**src/rtl/qk_inst_sequencer_pkg.sv**
```systemverilog
// Shared types for the Q/K instruction sequencer: FSM states, control-flag
// bit positions within the instruction word, and the flag assembly helper.
package qk_seq_pkg;

    typedef enum logic [3:0] {
        IDLE,
        LOAD,
        LOAD_TAIL,
        GAP_A,
        EXEC,
        GAP_B,
        DRAIN,
        SFP,
        DONE
    } state_t;

    // Low control byte of the instruction word; the address fields and the
    // div/acc/ofifo_rd flags sit above it.
    localparam int BIT_PMEM_WR = 0;
    localparam int BIT_PMEM_RD = 1;
    localparam int BIT_KMEM_WR = 2;
    localparam int BIT_KMEM_RD = 3;
    localparam int BIT_QMEM_WR = 4;
    localparam int BIT_QMEM_RD = 5;
    localparam int BIT_LOAD    = 6;
    localparam int BIT_EXECUTE = 7;
    localparam int CTRL_W      = 8;
    localparam int FLAGS_W     = CTRL_W + 3;

    typedef struct packed {
        logic div;
        logic acc;
        logic ofifo_rd;
        logic execute;
        logic load;
        logic qmem_rd;
        logic qmem_wr;
        logic kmem_rd;
        logic kmem_wr;
        logic pmem_rd;
        logic pmem_wr;
    } ctrl_t;

    // Returns {div, acc, ofifo_rd, ctrl_byte}; the caller splices the
    // address fields in between bit 8 and bit 7.
    function automatic logic [FLAGS_W-1:0] ctrl_bits(ctrl_t c);
        logic [CTRL_W-1:0] low;
        low              = '0;
        low[BIT_PMEM_WR] = c.pmem_wr;
        low[BIT_PMEM_RD] = c.pmem_rd;
        low[BIT_KMEM_WR] = c.kmem_wr;
        low[BIT_KMEM_RD] = c.kmem_rd;
        low[BIT_QMEM_WR] = c.qmem_wr;
        low[BIT_QMEM_RD] = c.qmem_rd;
        low[BIT_LOAD]    = c.load;
        low[BIT_EXECUTE] = c.execute;
        return {c.div, c.acc, c.ofifo_rd, low};
    endfunction

endpackage

```
**src/rtl/qk_inst_sequencer_if.sv**
```systemverilog
// Host-side bus of the sequencer: run control, Q/K write port, ofifo status
// and the registered instruction word toward fullchip.
interface qk_inst_sequencer_if #(
    parameter int ADDR_W = 4,
    parameter int INST_W = 11 + 2 * ADDR_W
);
    logic              start;
    logic              abort;
    logic [ADDR_W:0]   n_q;
    // Write handshake: a row is taken on a cycle where wr_valid and wr_ready
    // are both high; wr_ready never depends on wr_valid.
    logic              wr_valid;
    logic              wr_sel;
    logic              wr_ready;
    logic              ofifo_valid;
    logic [INST_W-1:0] inst;
    logic              busy;
    logic              done;

    modport master (
        output start, abort, n_q, wr_valid, wr_sel, ofifo_valid,
        input  wr_ready, inst, busy, done
    );

    modport slave (
        input  start, abort, n_q, wr_valid, wr_sel, ofifo_valid,
        output wr_ready, inst, busy, done
    );
endinterface

```
**src/rtl/qk_inst_sequencer_phase_cnt.sv**
```systemverilog
// Loadable down-counter with terminal-count flag; one instance times every
// phase, another steps the optional SFP micro-sequence.
module qk_seq_phase_cnt #(
    parameter int W = 5
) (
    input  logic         clk,
    input  logic         reset,
    input  logic         load,
    input  logic [W-1:0] load_val,
    input  logic         en,
    output logic [W-1:0] count,
    output logic         tc
);
    always_ff @(posedge clk) begin
        if (reset)
            count <= '0;
        else if (load)
            count <= load_val;
        else if (en)
            count <= count - W'(1);
    end

    assign tc = (count == '0);
endmodule

```
**src/rtl/qk_inst_sequencer.sv**
```systemverilog
// Autonomous K-load / execute / drain instruction sequencer for fullchip.
// Define SFP_ACC_EN to append the per-row SFP accumulate/divide phase.
module qk_inst_sequencer
    import qk_seq_pkg::*;
#(
    parameter int COL    = 8,
    parameter int ADDR_W = 4,
    parameter int MAX_Q  = 16,
    parameter int GAP    = 10,
    parameter int INST_W = 11 + 2 * ADDR_W
) (
    input  logic                 clk,
    input  logic                 reset,
    qk_inst_sequencer_if.slave   bus,
    output state_t               dbg_state
);
    localparam int MAX_A = (COL + 1 > MAX_Q) ? COL + 1 : MAX_Q;
    localparam int MAX_N = (MAX_A > GAP) ? MAX_A : GAP;
    localparam int CNT_W = $clog2(MAX_N + 1);

    state_t              state, next_state;
    logic [CNT_W-1:0]    cnt, cnt_val, nq_m1, idx_up, load_idx;
    logic                cnt_load, cnt_en, cnt_tc;
    logic [ADDR_W:0]     nq_q, nq_clamped;
    logic [ADDR_W-1:0]   q_ptr, k_ptr, qk_add, p_add;
    logic                wr_ready, wr_fire;
    ctrl_t               ctrl;
    logic [FLAGS_W-1:0]  flags;
    logic [INST_W-1:0]   inst_d;

    assign nq_clamped = (bus.n_q == '0 || bus.n_q > (ADDR_W + 1)'(MAX_Q))
                        ? (ADDR_W + 1)'(MAX_Q) : bus.n_q;
    assign nq_m1    = CNT_W'(nq_q) - CNT_W'(1);
    // Counters run down, so ascending addresses are (length-1) - count.
    assign idx_up   = nq_m1 - cnt;
    assign load_idx = CNT_W'(COL - 1) - cnt;
    assign wr_ready = (state == IDLE) && !bus.start && !reset;
    assign bus.wr_ready = wr_ready;
    assign dbg_state    = state;

    qk_seq_phase_cnt #(.W(CNT_W)) u_phase_cnt (
        .clk      (clk),
        .reset    (reset),
        .load     (cnt_load),
        .load_val (cnt_val),
        .en       (cnt_en),
        .count    (cnt),
        .tc       (cnt_tc)
    );

`ifdef SFP_ACC_EN
    logic [2:0] step_cnt, step;
    logic       step_load, step_en, step_tc;

    assign step = 3'd4 - step_cnt;

    qk_seq_phase_cnt #(.W(3)) u_step_cnt (
        .clk      (clk),
        .reset    (reset),
        .load     (step_load),
        .load_val (3'd4),
        .en       (step_en),
        .count    (step_cnt),
        .tc       (step_tc)
    );
`endif

    always_ff @(posedge clk) begin
        if (reset)
            state <= IDLE;
        else
            state <= next_state;
    end

    always_comb begin
        next_state = state;
        cnt_load   = 1'b0;
        cnt_val    = '0;
        cnt_en     = 1'b0;
        ctrl       = '0;
        qk_add     = '0;
        p_add      = '0;
        wr_fire    = 1'b0;
`ifdef SFP_ACC_EN
        step_load  = 1'b0;
        step_en    = 1'b0;
`endif
        case (state)
            IDLE: begin
                if (bus.start) begin
                    next_state = LOAD;
                    cnt_load   = 1'b1;
                    cnt_val    = CNT_W'(COL);
                end else if (bus.wr_valid && wr_ready) begin
                    wr_fire      = 1'b1;
                    ctrl.kmem_wr = bus.wr_sel;
                    ctrl.qmem_wr = !bus.wr_sel;
                    qk_add       = bus.wr_sel ? k_ptr : q_ptr;
                end
            end
            LOAD: begin
                ctrl.load = 1'b1;
                cnt_en    = 1'b1;
                // First LOAD cycle only raises load; K reads follow.
                if (cnt != CNT_W'(COL)) begin
                    ctrl.kmem_rd = 1'b1;
                    qk_add       = ADDR_W'(load_idx);
                end
                if (cnt_tc)
                    next_state = LOAD_TAIL;
            end
            LOAD_TAIL: begin
                ctrl.load  = 1'b1;
                next_state = GAP_A;
                cnt_load   = 1'b1;
                cnt_val    = CNT_W'(GAP - 1);
            end
            GAP_A: begin
                cnt_en = 1'b1;
                if (cnt_tc) begin
                    next_state = EXEC;
                    cnt_load   = 1'b1;
                    cnt_val    = nq_m1;
                end
            end
            EXEC: begin
                ctrl.execute = 1'b1;
                ctrl.qmem_rd = 1'b1;
                qk_add       = ADDR_W'(idx_up);
                cnt_en       = 1'b1;
                if (cnt_tc) begin
                    next_state = GAP_B;
                    cnt_load   = 1'b1;
                    cnt_val    = CNT_W'(GAP - 1);
                end
            end
            GAP_B: begin
                cnt_en = 1'b1;
                if (cnt_tc) begin
                    next_state = DRAIN;
                    cnt_load   = 1'b1;
                    cnt_val    = nq_m1;
                end
            end
            DRAIN: begin
                if (bus.ofifo_valid) begin
                    ctrl.ofifo_rd = 1'b1;
                    ctrl.pmem_wr  = 1'b1;
                    p_add         = ADDR_W'(idx_up);
                    cnt_en        = 1'b1;
                    if (cnt_tc) begin
`ifdef SFP_ACC_EN
                        next_state = SFP;
                        cnt_load   = 1'b1;
                        cnt_val    = nq_m1;
                        step_load  = 1'b1;
`else
                        next_state = DONE;
`endif
                    end
                end
            end
`ifdef SFP_ACC_EN
            SFP: begin
                step_en = 1'b1;
                case (step)
                    3'd0: begin ctrl.pmem_rd = 1'b1; p_add = ADDR_W'(idx_up); end
                    3'd1: ctrl.acc = 1'b1;
                    3'd3: ctrl.div = 1'b1;
                    3'd4: begin ctrl.pmem_wr = 1'b1; p_add = ADDR_W'(idx_up); end
                    default: ;
                endcase
                if (step_tc) begin
                    step_load = 1'b1;
                    cnt_en    = 1'b1;
                    if (cnt_tc)
                        next_state = DONE;
                end
            end
`endif
            DONE: next_state = IDLE;
            default: next_state = IDLE;
        endcase
        if (state != IDLE && bus.abort) begin
            next_state = IDLE;
            ctrl       = '0;
            qk_add     = '0;
            p_add      = '0;
        end
    end

    assign flags  = ctrl_bits(ctrl);
    assign inst_d = {flags[FLAGS_W-1:CTRL_W], qk_add, p_add, flags[CTRL_W-1:0]};

    always_ff @(posedge clk) begin
        if (reset) begin
            bus.inst <= '0;
            bus.busy <= 1'b0;
            bus.done <= 1'b0;
            nq_q     <= '0;
            q_ptr    <= '0;
            k_ptr    <= '0;
        end else begin
            bus.inst <= inst_d;
            bus.busy <= (next_state != IDLE);
            bus.done <= (next_state == DONE);
            if (state == IDLE && bus.start)
                nq_q <= nq_clamped;
            if (state == DONE) begin
                q_ptr <= '0;
                k_ptr <= '0;
            end else if (wr_fire) begin
                if (bus.wr_sel)
                    k_ptr <= k_ptr + ADDR_W'(1);
                else
                    q_ptr <= q_ptr + ADDR_W'(1);
            end
        end
    end
endmodule

```
**src/flat_wrapper.sv**
```systemverilog
// flat-port wrapper written by rule: the top's interface ports become plain ports
module qk_inst_sequencer_flat import qk_seq_pkg::*;
#(
    parameter int COL    = 8,
    parameter int ADDR_W = 4,
    parameter int MAX_Q  = 16,
    parameter int GAP    = 10,
    parameter int INST_W = 11 + 2 * ADDR_W
)
  (clk, reset, dbg_state, bus_start, bus_abort, bus_n_q, bus_wr_valid, bus_wr_sel, bus_ofifo_valid, bus_wr_ready, bus_inst, bus_busy, bus_done);
  qk_inst_sequencer_if #(.ADDR_W(ADDR_W), .INST_W(INST_W)) bus_i ();
  input  logic clk;
  input  logic reset;
  output state_t dbg_state;
  input wire logic [$bits(bus_i.start)-1:0] bus_start;
  input wire logic [$bits(bus_i.abort)-1:0] bus_abort;
  input wire logic [$bits(bus_i.n_q)-1:0] bus_n_q;
  input wire logic [$bits(bus_i.wr_valid)-1:0] bus_wr_valid;
  input wire logic [$bits(bus_i.wr_sel)-1:0] bus_wr_sel;
  input wire logic [$bits(bus_i.ofifo_valid)-1:0] bus_ofifo_valid;
  output wire logic [$bits(bus_i.wr_ready)-1:0] bus_wr_ready;
  output wire logic [$bits(bus_i.inst)-1:0] bus_inst;
  output wire logic [$bits(bus_i.busy)-1:0] bus_busy;
  output wire logic [$bits(bus_i.done)-1:0] bus_done;
  assign bus_i.start = bus_start;
  assign bus_i.abort = bus_abort;
  assign bus_i.n_q = bus_n_q;
  assign bus_i.wr_valid = bus_wr_valid;
  assign bus_i.wr_sel = bus_wr_sel;
  assign bus_i.ofifo_valid = bus_ofifo_valid;
  assign bus_wr_ready = bus_i.wr_ready;
  assign bus_inst = bus_i.inst;
  assign bus_busy = bus_i.busy;
  assign bus_done = bus_i.done;
  qk_inst_sequencer #(.COL(COL), .ADDR_W(ADDR_W), .MAX_Q(MAX_Q), .GAP(GAP), .INST_W(INST_W)) u_core (.clk(clk), .reset(reset), .bus(bus_i), .dbg_state(dbg_state));
endmodule
```
**config.mk**
```make
export PLATFORM = sky130hd
export DESIGN_NAME = qk_inst_sequencer_flat
export DESIGN_NICKNAME = d
export VERILOG_FILES = /design/src/rtl/qk_inst_sequencer_pkg.sv /design/src/rtl/qk_inst_sequencer_if.sv /design/src/rtl/qk_inst_sequencer_phase_cnt.sv /design/src/rtl/qk_inst_sequencer.sv /design/src/flat_wrapper.sv
export SDC_FILE = /design/constraint.sdc
export NUM_CORES = 1
export LEC_CHECK = 0
export ABC_AREA = 1
export CAP_MARGIN = 10
export CELL_PAD_IN_SITES_DETAIL_PLACEMENT = 0
export CELL_PAD_IN_SITES_GLOBAL_PLACEMENT = 2
export CORE_MARGIN = 8
export CORE_UTILIZATION = 31
export DETAILED_ROUTE_END_ITERATION = 8
export PLACE_DENSITY = 0.83
export SLEW_MARGIN = 20
export SYNTH_ARGS = -nofsm -noshare
export SYNTH_HDL_FRONTEND = slang
export SYNTH_HIERARCHICAL = 1
export SYNTH_SLANG_ARGS = --single-unit
```
**constraint.sdc**
```tcl
create_clock -name clk -period 4.88 [get_ports clk]
set_input_delay 0.976 -clock clk [delete_from_list [all_inputs] [get_ports clk]]
set_output_delay 0.976 -clock clk [all_outputs]
set_load 0.01 [all_outputs]
```
==> impl_metrics.ini, run 1 <==
[run_status]
outcome = finished, final reports clean

[cts]
root_buffer = clkbuf_8
h-tree-depth = 2
cts_resized = 0
numClockSinks = 38
cts.clk_slew.worst_paths_ps = 80
hold_buffers = 0
cts_tree = done
postCtsSetupBuffers = 0
clk_latency_ps = 290
clock_tree.buffer_depth = 2
cts_buffers = 5

[synth]
yosysTopAreaCell = dfxtp_1
synth_top_area_share_pct = 37.81
synth-seq-area-share_pct = 37.81
synth-seq-cells = 38
synth_area_leaders = dfxtp_1, nand2_1, nor2_1
yosys_warnings = 6
ys_types = 32
synthCells = 281
synth_edf_count = 0
synth_area_per_cell_sq_um = 7.160
synthArstFlopShare_pct = 0
synthesis.area_sq_mm = 0.002012
ys.flop_type = dfxtp_1

[routing]
wirelength_um = 4855
dr.pass1.iters = 4
post_drt_wl_per_cell_um = 12.23
drt_iter0_markers = 81
antenna_left = 0
vias_per_cell = 4.650
post-route-drc-count = 0
num_vias = 1846

[layout]
finalInstanceArea_sq_mm = 0.002531
num-fill-cells = 725
multi_input_area_sq_mm = 0.001071
fin_util_pct = 40.09
fin_cells = 397
drive_gt1_share_pct = 7.813
register_area_sq_um = 760.7
diodes = 0
final_net_count = 340
layout-area-overhead-vs-synth_pct = 25.81

[setup_path]
critPathLaunchType = input port
cp.arrival_ps = 2500
worstSetupPathType = in -> out
cp-end-kind = output port
crit_path_max_fanout = 15
critPathRequiredTime_ps = 3900

[sta]
setup_viol = 0
hold_viol_final = 0
report.final.slew_viol_count = 0
worst_slew_pin_slew_ps = 617.8
min_period_ps = 3480
fin_hold_ws_ps = 497.6
finalCritPeriodShare_pct = 71.32
rsz0062_at_grt = no
skew_ps = 4.817
slew_headroom_pct = 58.44
max_freq_mhz = 287.3
fin_tns_setup_ps = 0

[global_route]
grt_usage_pct = 11.37
antenna_found_initial = 0
grt_max_degree = 16
grt.overflow.total = 0
grt_pass1_wl_um = 8259
grt_pass1_vias = 1735

[placement]
io_buffers = 34
place_inst = 389
dp_hpwl_um = 3916
gp_congestion = 0.8893
place_area_sq_mm = 0.002422

[pwr]
pwr-share-clk_pct = 24.8
p_sw_uw = 410.2
power_leakage_uw = 0.001138
ir_drop_uv = 162.4
p_per_area_mw_per_mm2 = 422.6
seqPwrFrac_pct = 35.9
p_sw_share_pct = 38.34
combPwrFrac_pct = 39.3
p_int_uw = 659.6

[floorplan]
start_util_pct = 31.87
dieWidth_um = 96.56
die_h_um = 96.56
core-area_sq_mm = 0.006314
design.die.area_sq_mm = 0.009324
pin_count = 38
num_rows = 29

[hold_path]
hp-class = reg -> reg

[job]
drv_cap = 0
## logic make-up after synthesis
group,after synthesis,share of synthesized area (%)
xor gates and xnor gates,6,2.612
and+or+nand+nor,147,33.89
adders and majority gates,9,5.970
DFF,38,37.81
AOI/OAI and AO/OA,35,10.20
buffers and inverters,45,9.328
other,1,0.1864
## power by group through the flow
stage	combinational [uW]	sequential, uW	clock (uW)
after floorplan	296	391	0
after global placement	424	393	0
after detailed placement	423	392	0
after CTS	426	385	275
after global routing	487	391	289
final	420	385	265
## critical path, stage by stage
cell and delay, ps:
clkdlybuf4s50_1 390, buf_4 190, inv_1 130, nand2_1 100, nor2_4 140, clkdlybuf4s50_1 560
## stage by stage
stage	setup slack [ps]	power, uW
3_3_place_gp	1424	816.7
4_1_cts	1382	1086
3_5_place_dp	1395	815.5
5_1_grt	1308	1167
2_1_floorplan	2591	686.7
6_report	1400	1070
## flip-flops by register name, indices dropped and copies added, names as in the netlist
register                  count
u_core/bus.busy               1
u_core/bus.done               1
u_core/bus.inst              14
u_core/dbg_state              4
u_core/k_ptr                  4
u_core/nq_q                   5
u_core/q_ptr                  4
u_core/u_phase_cnt/count      5
## placed cells by master (no fill, tap or decap), types with 4 or more instances in the layout
cell type        instances
a21oi_1                 16
nand3_1                 27
dfxtp_1                 38
nand2_1                 60
clkdlybuf4s50_1         34
nor2_1                  40
clkbuf_8                 5
inv_1                   37
ha_1                     8
o21ai_0                  5
nand2_2                  5
a211oi_1                 4
## routing by layer
| layer | wire length (um) | up-vias | track usage (%) |
|---|---|---|---|
| met2 | 2178 | 43 | 17.81 |
| met5 | 0 | - | 0 |
| met3 | 339 | 6 | 3.323 |
| met4 | 55 | 0 | 4.161 |
| li1 | - | 972 | - |
| met1 | 2281 | 825 | 14.45 |
## final cells by class
type                    instances  area share (%)
well taps                      77           3.806
clock buffers                   5           2.719
multi-input cells             200           42.31
clock inverters                 3           1.582
flip-flops and latches         38           30.05
repair buffers                 35           13.74
inverters                      39           5.783
## cell usage after synthesis, types with 2 or more instances
master    number
nor2_2         3
nand4_1        2
a22oi_1        3
a21oi_1       16
ha_1           8
nor3_1         2
nor2_1        40
inv_2          2
xnor2_1        3
dfxtp_1       38
buf_4          5
nand3_1       27
o22ai_1        3
nand2_1       60
o21ai_0        5
inv_1         37
nor2_4         2
nand2_2        5
a211oi_1       4
nor2_8         2
xor2_1         3
## path summary, 6_finish.rpt
kind | start | endpoint | slack, ps | cells after the start
worst max register to register | u_core/u_phase_cnt/count[1]$_SDFFE_PP0P_ | u_core/u_phase_cnt/count[3]$_SDFFE_PP0P_ | 2610 | 10
worst max-delay path | reset | bus_wr_ready | 1400 | 6
worst min register to register | u_core/k_ptr[3]$_SDFFE_PP0P_ | u_core/k_ptr[3]$_SDFFE_PP0P_ | 500 | 2
worst min-delay path | u_core/k_ptr[3]$_SDFFE_PP0P_ | u_core/k_ptr[3]$_SDFFE_PP0P_ | 500 | 2
No activity file was read; power rests on OpenSTA's default activity.
==> inputs of run 2 (changes only) <==
CORE_UTILIZATION = 26   (was 31)
PLACE_DENSITY = 0.75   (was 0.83)
clock period = 3 ns   (was 4.88 ns; I/O delays follow)
==> impl_metrics.ini, run 2 (synthesis gave the netlist of run 1 again) <==
[cts]
clk_latency_ps = 290
hold_buffers = 0
root_buffer = clkbuf_8
cts.clk_slew.worst_paths_ps = 80
cts_resized = 0
clock_tree.buffer_depth = 2
numClockSinks = 38
postCtsSetupBuffers = 0
cts_buffers = 5
cts_tree = done
h-tree-depth = 2

[job]
drv_cap = 0

[setup_path]
cp-end-kind = output port
crit_top_cell = clkdlybuf4s50_1
ff2ff_path_depth = 10
reg2reg_setup_slack_ps = 710
critPathTopFamily = buffers and inverters
critPathLaunchType = input port
crit_chain = clkdlybuf4s50_1, inv_1, nand2_1, nor2_4, clkdlybuf4s50_1
critPathRequiredTime_ps = 2400
timing.rr.end = u_core/u_phase_cnt/count[3]$_SDFFE_PP0P_
crit_path_max_fanout = 4
r2r-start = u_core/u_phase_cnt/count[1]$_SDFFE_PP0P_
cp.arrival_ps = 2010
cp_slowest_cell = clkdlybuf4s50_1
worstSetupPathType = in -> out
critPathBufInv = 3
cpPeakStageDelay_ps = 560

[layout]
layout_common_cells = nand2_1, nor2_1, dfxtp_1
layout-area-overhead-vs-synth_pct = 27.36
num-fill-cells = 853
finalInstanceArea_sq_mm = 0.002562
top_regs = u_core/bus.inst x14, u_core/nq_q x5, u_core/u_phase_cnt/count x5
final_net_count = 340
largest_reg_flops = 14
fin_util_pct = 33.68
fin_cells = 422
largest-register = u_core/bus.inst
layout.cells.most_common = nand2_1
drive_gt1_share_pct = 7.813
diodes = 0

[sta]
skew_ps = 4.489
report.final.slew_viol_count = 0
hold_viol_final = 0
rsz0062_at_grt = no
fin_tns_setup_ps = 0
min_period_ps = 2611
finalCritPeriodShare_pct = 87.05
slew_headroom_pct = 57.78
fin_ws_ps = 388.5
setup_viol = 0
max_freq_mhz = 382.9
worst_slew_pin_slew_ps = 627.7

[floorplan]
pin_count = 38
design.die.area_sq_mm = 0.01081
core-area_sq_mm = 0.007607
num_rows = 32
dieWidth_um = 104.0
die_h_um = 104.0
start_util_pct = 26.45

[routing]
post_drt_wl_per_cell_um = 12.04
post-route-drc-count = 0
wirelength_um = 5080
antenna_left = 0
vias_per_cell = 4.277
drt_iter0_markers = 43
num_vias = 1805
dr.pass1.iters = 4

[hold_path]
worstHoldPathCells = 2
min_from = u_core/q_ptr[2]$_SDFFE_PP0P_
hp-class = reg -> reg
hold_end = u_core/q_ptr[2]$_SDFFE_PP0P_

[placement]
gp_congestion = 0.8488
place_area_sq_mm = 0.002454
place_ws_ps = 373.3
dp_hpwl_um = 4080
io_buffers = 34
place_inst = 414

[pwr]
power_leakage_uw = 0.001138
p_per_area_mw_per_mm2 = 682.6
ir_drop_uv = 249.9

[global_route]
grt_pass1_wl_um = 8549
antenna_found_initial = 0
grt_max_degree = 15
grt.overflow.total = 0
grt_usage_pct = 9.657
grt_pass1_vias = 1790

[run_status]
outcome = finished, final reports clean
-- run 2: cell counts in the layout (fill, tap and decap cells not counted) --
No cell type changed its count.
-- run 2: layout make-up --
cell class	instances	area (sq um)	area share (%)
multi-input combinational	200	1071	41.80
sequential	38	760.7	29.69
timing repair buffer	35	347.8	13.57
inverter	39	146.4	5.713
tap	102	127.6	4.980
clock buffer	5	68.82	2.686
clock inverter	3	40.04	1.562
-- run 2: stage by stage --
step | hold WS [ps] | power [uW]
global route | 518.8 | 1894
finish | 491.5 | 1749
floorplan | 455.5 | 1117
CTS | 489.9 | 1776
global placement | 477.8 | 1338
detailed placement | 476.8 | 1333
-- run 2: worst max path at each step --
stage                                             startpoint                                  endpoint  slack (ps)  cells after the start
floorplan           u_core/u_phase_cnt/count[1]$_SDFFE_PP0P_  u_core/u_phase_cnt/count[3]$_SDFFE_PP0P_        1160                     10
global placement                                       reset                              bus_wr_ready         380                      5
detailed placement                                     reset                              bus_wr_ready         370                      5
CTS                                                    reset                              bus_wr_ready         360                      5
global route                                           reset                              bus_wr_ready         300                      5
finish                                                 reset                              bus_wr_ready         390                      5
-- run 2: tightest hold or removal path, cell delays in order, from the launching register on --
cell	delay, ps
dfxtp_1	330
inv_1	70
a21oi_1	60
-- run 2: where the power goes --
group | total, uW | leakage (uW) | switching, uW | internal, uW
Sequential | 626 | 0.000309 | 60.2 | 565
Combinational | 690 | 0.000771 | 428 | 262
Clock | 434 | 0.0000579 | 189 | 245
Total | 1750 | 0.00114 | 677 | 1070
-- run 2: metal layers --
layer	track usage, %	up-vias	share of wire (%)
met5	0	-	0
met4	3.619	0	1.5
met3	2.974	6	4.4
met2	15.03	31	44
met1	12.19	799	50
li1	-	969	-
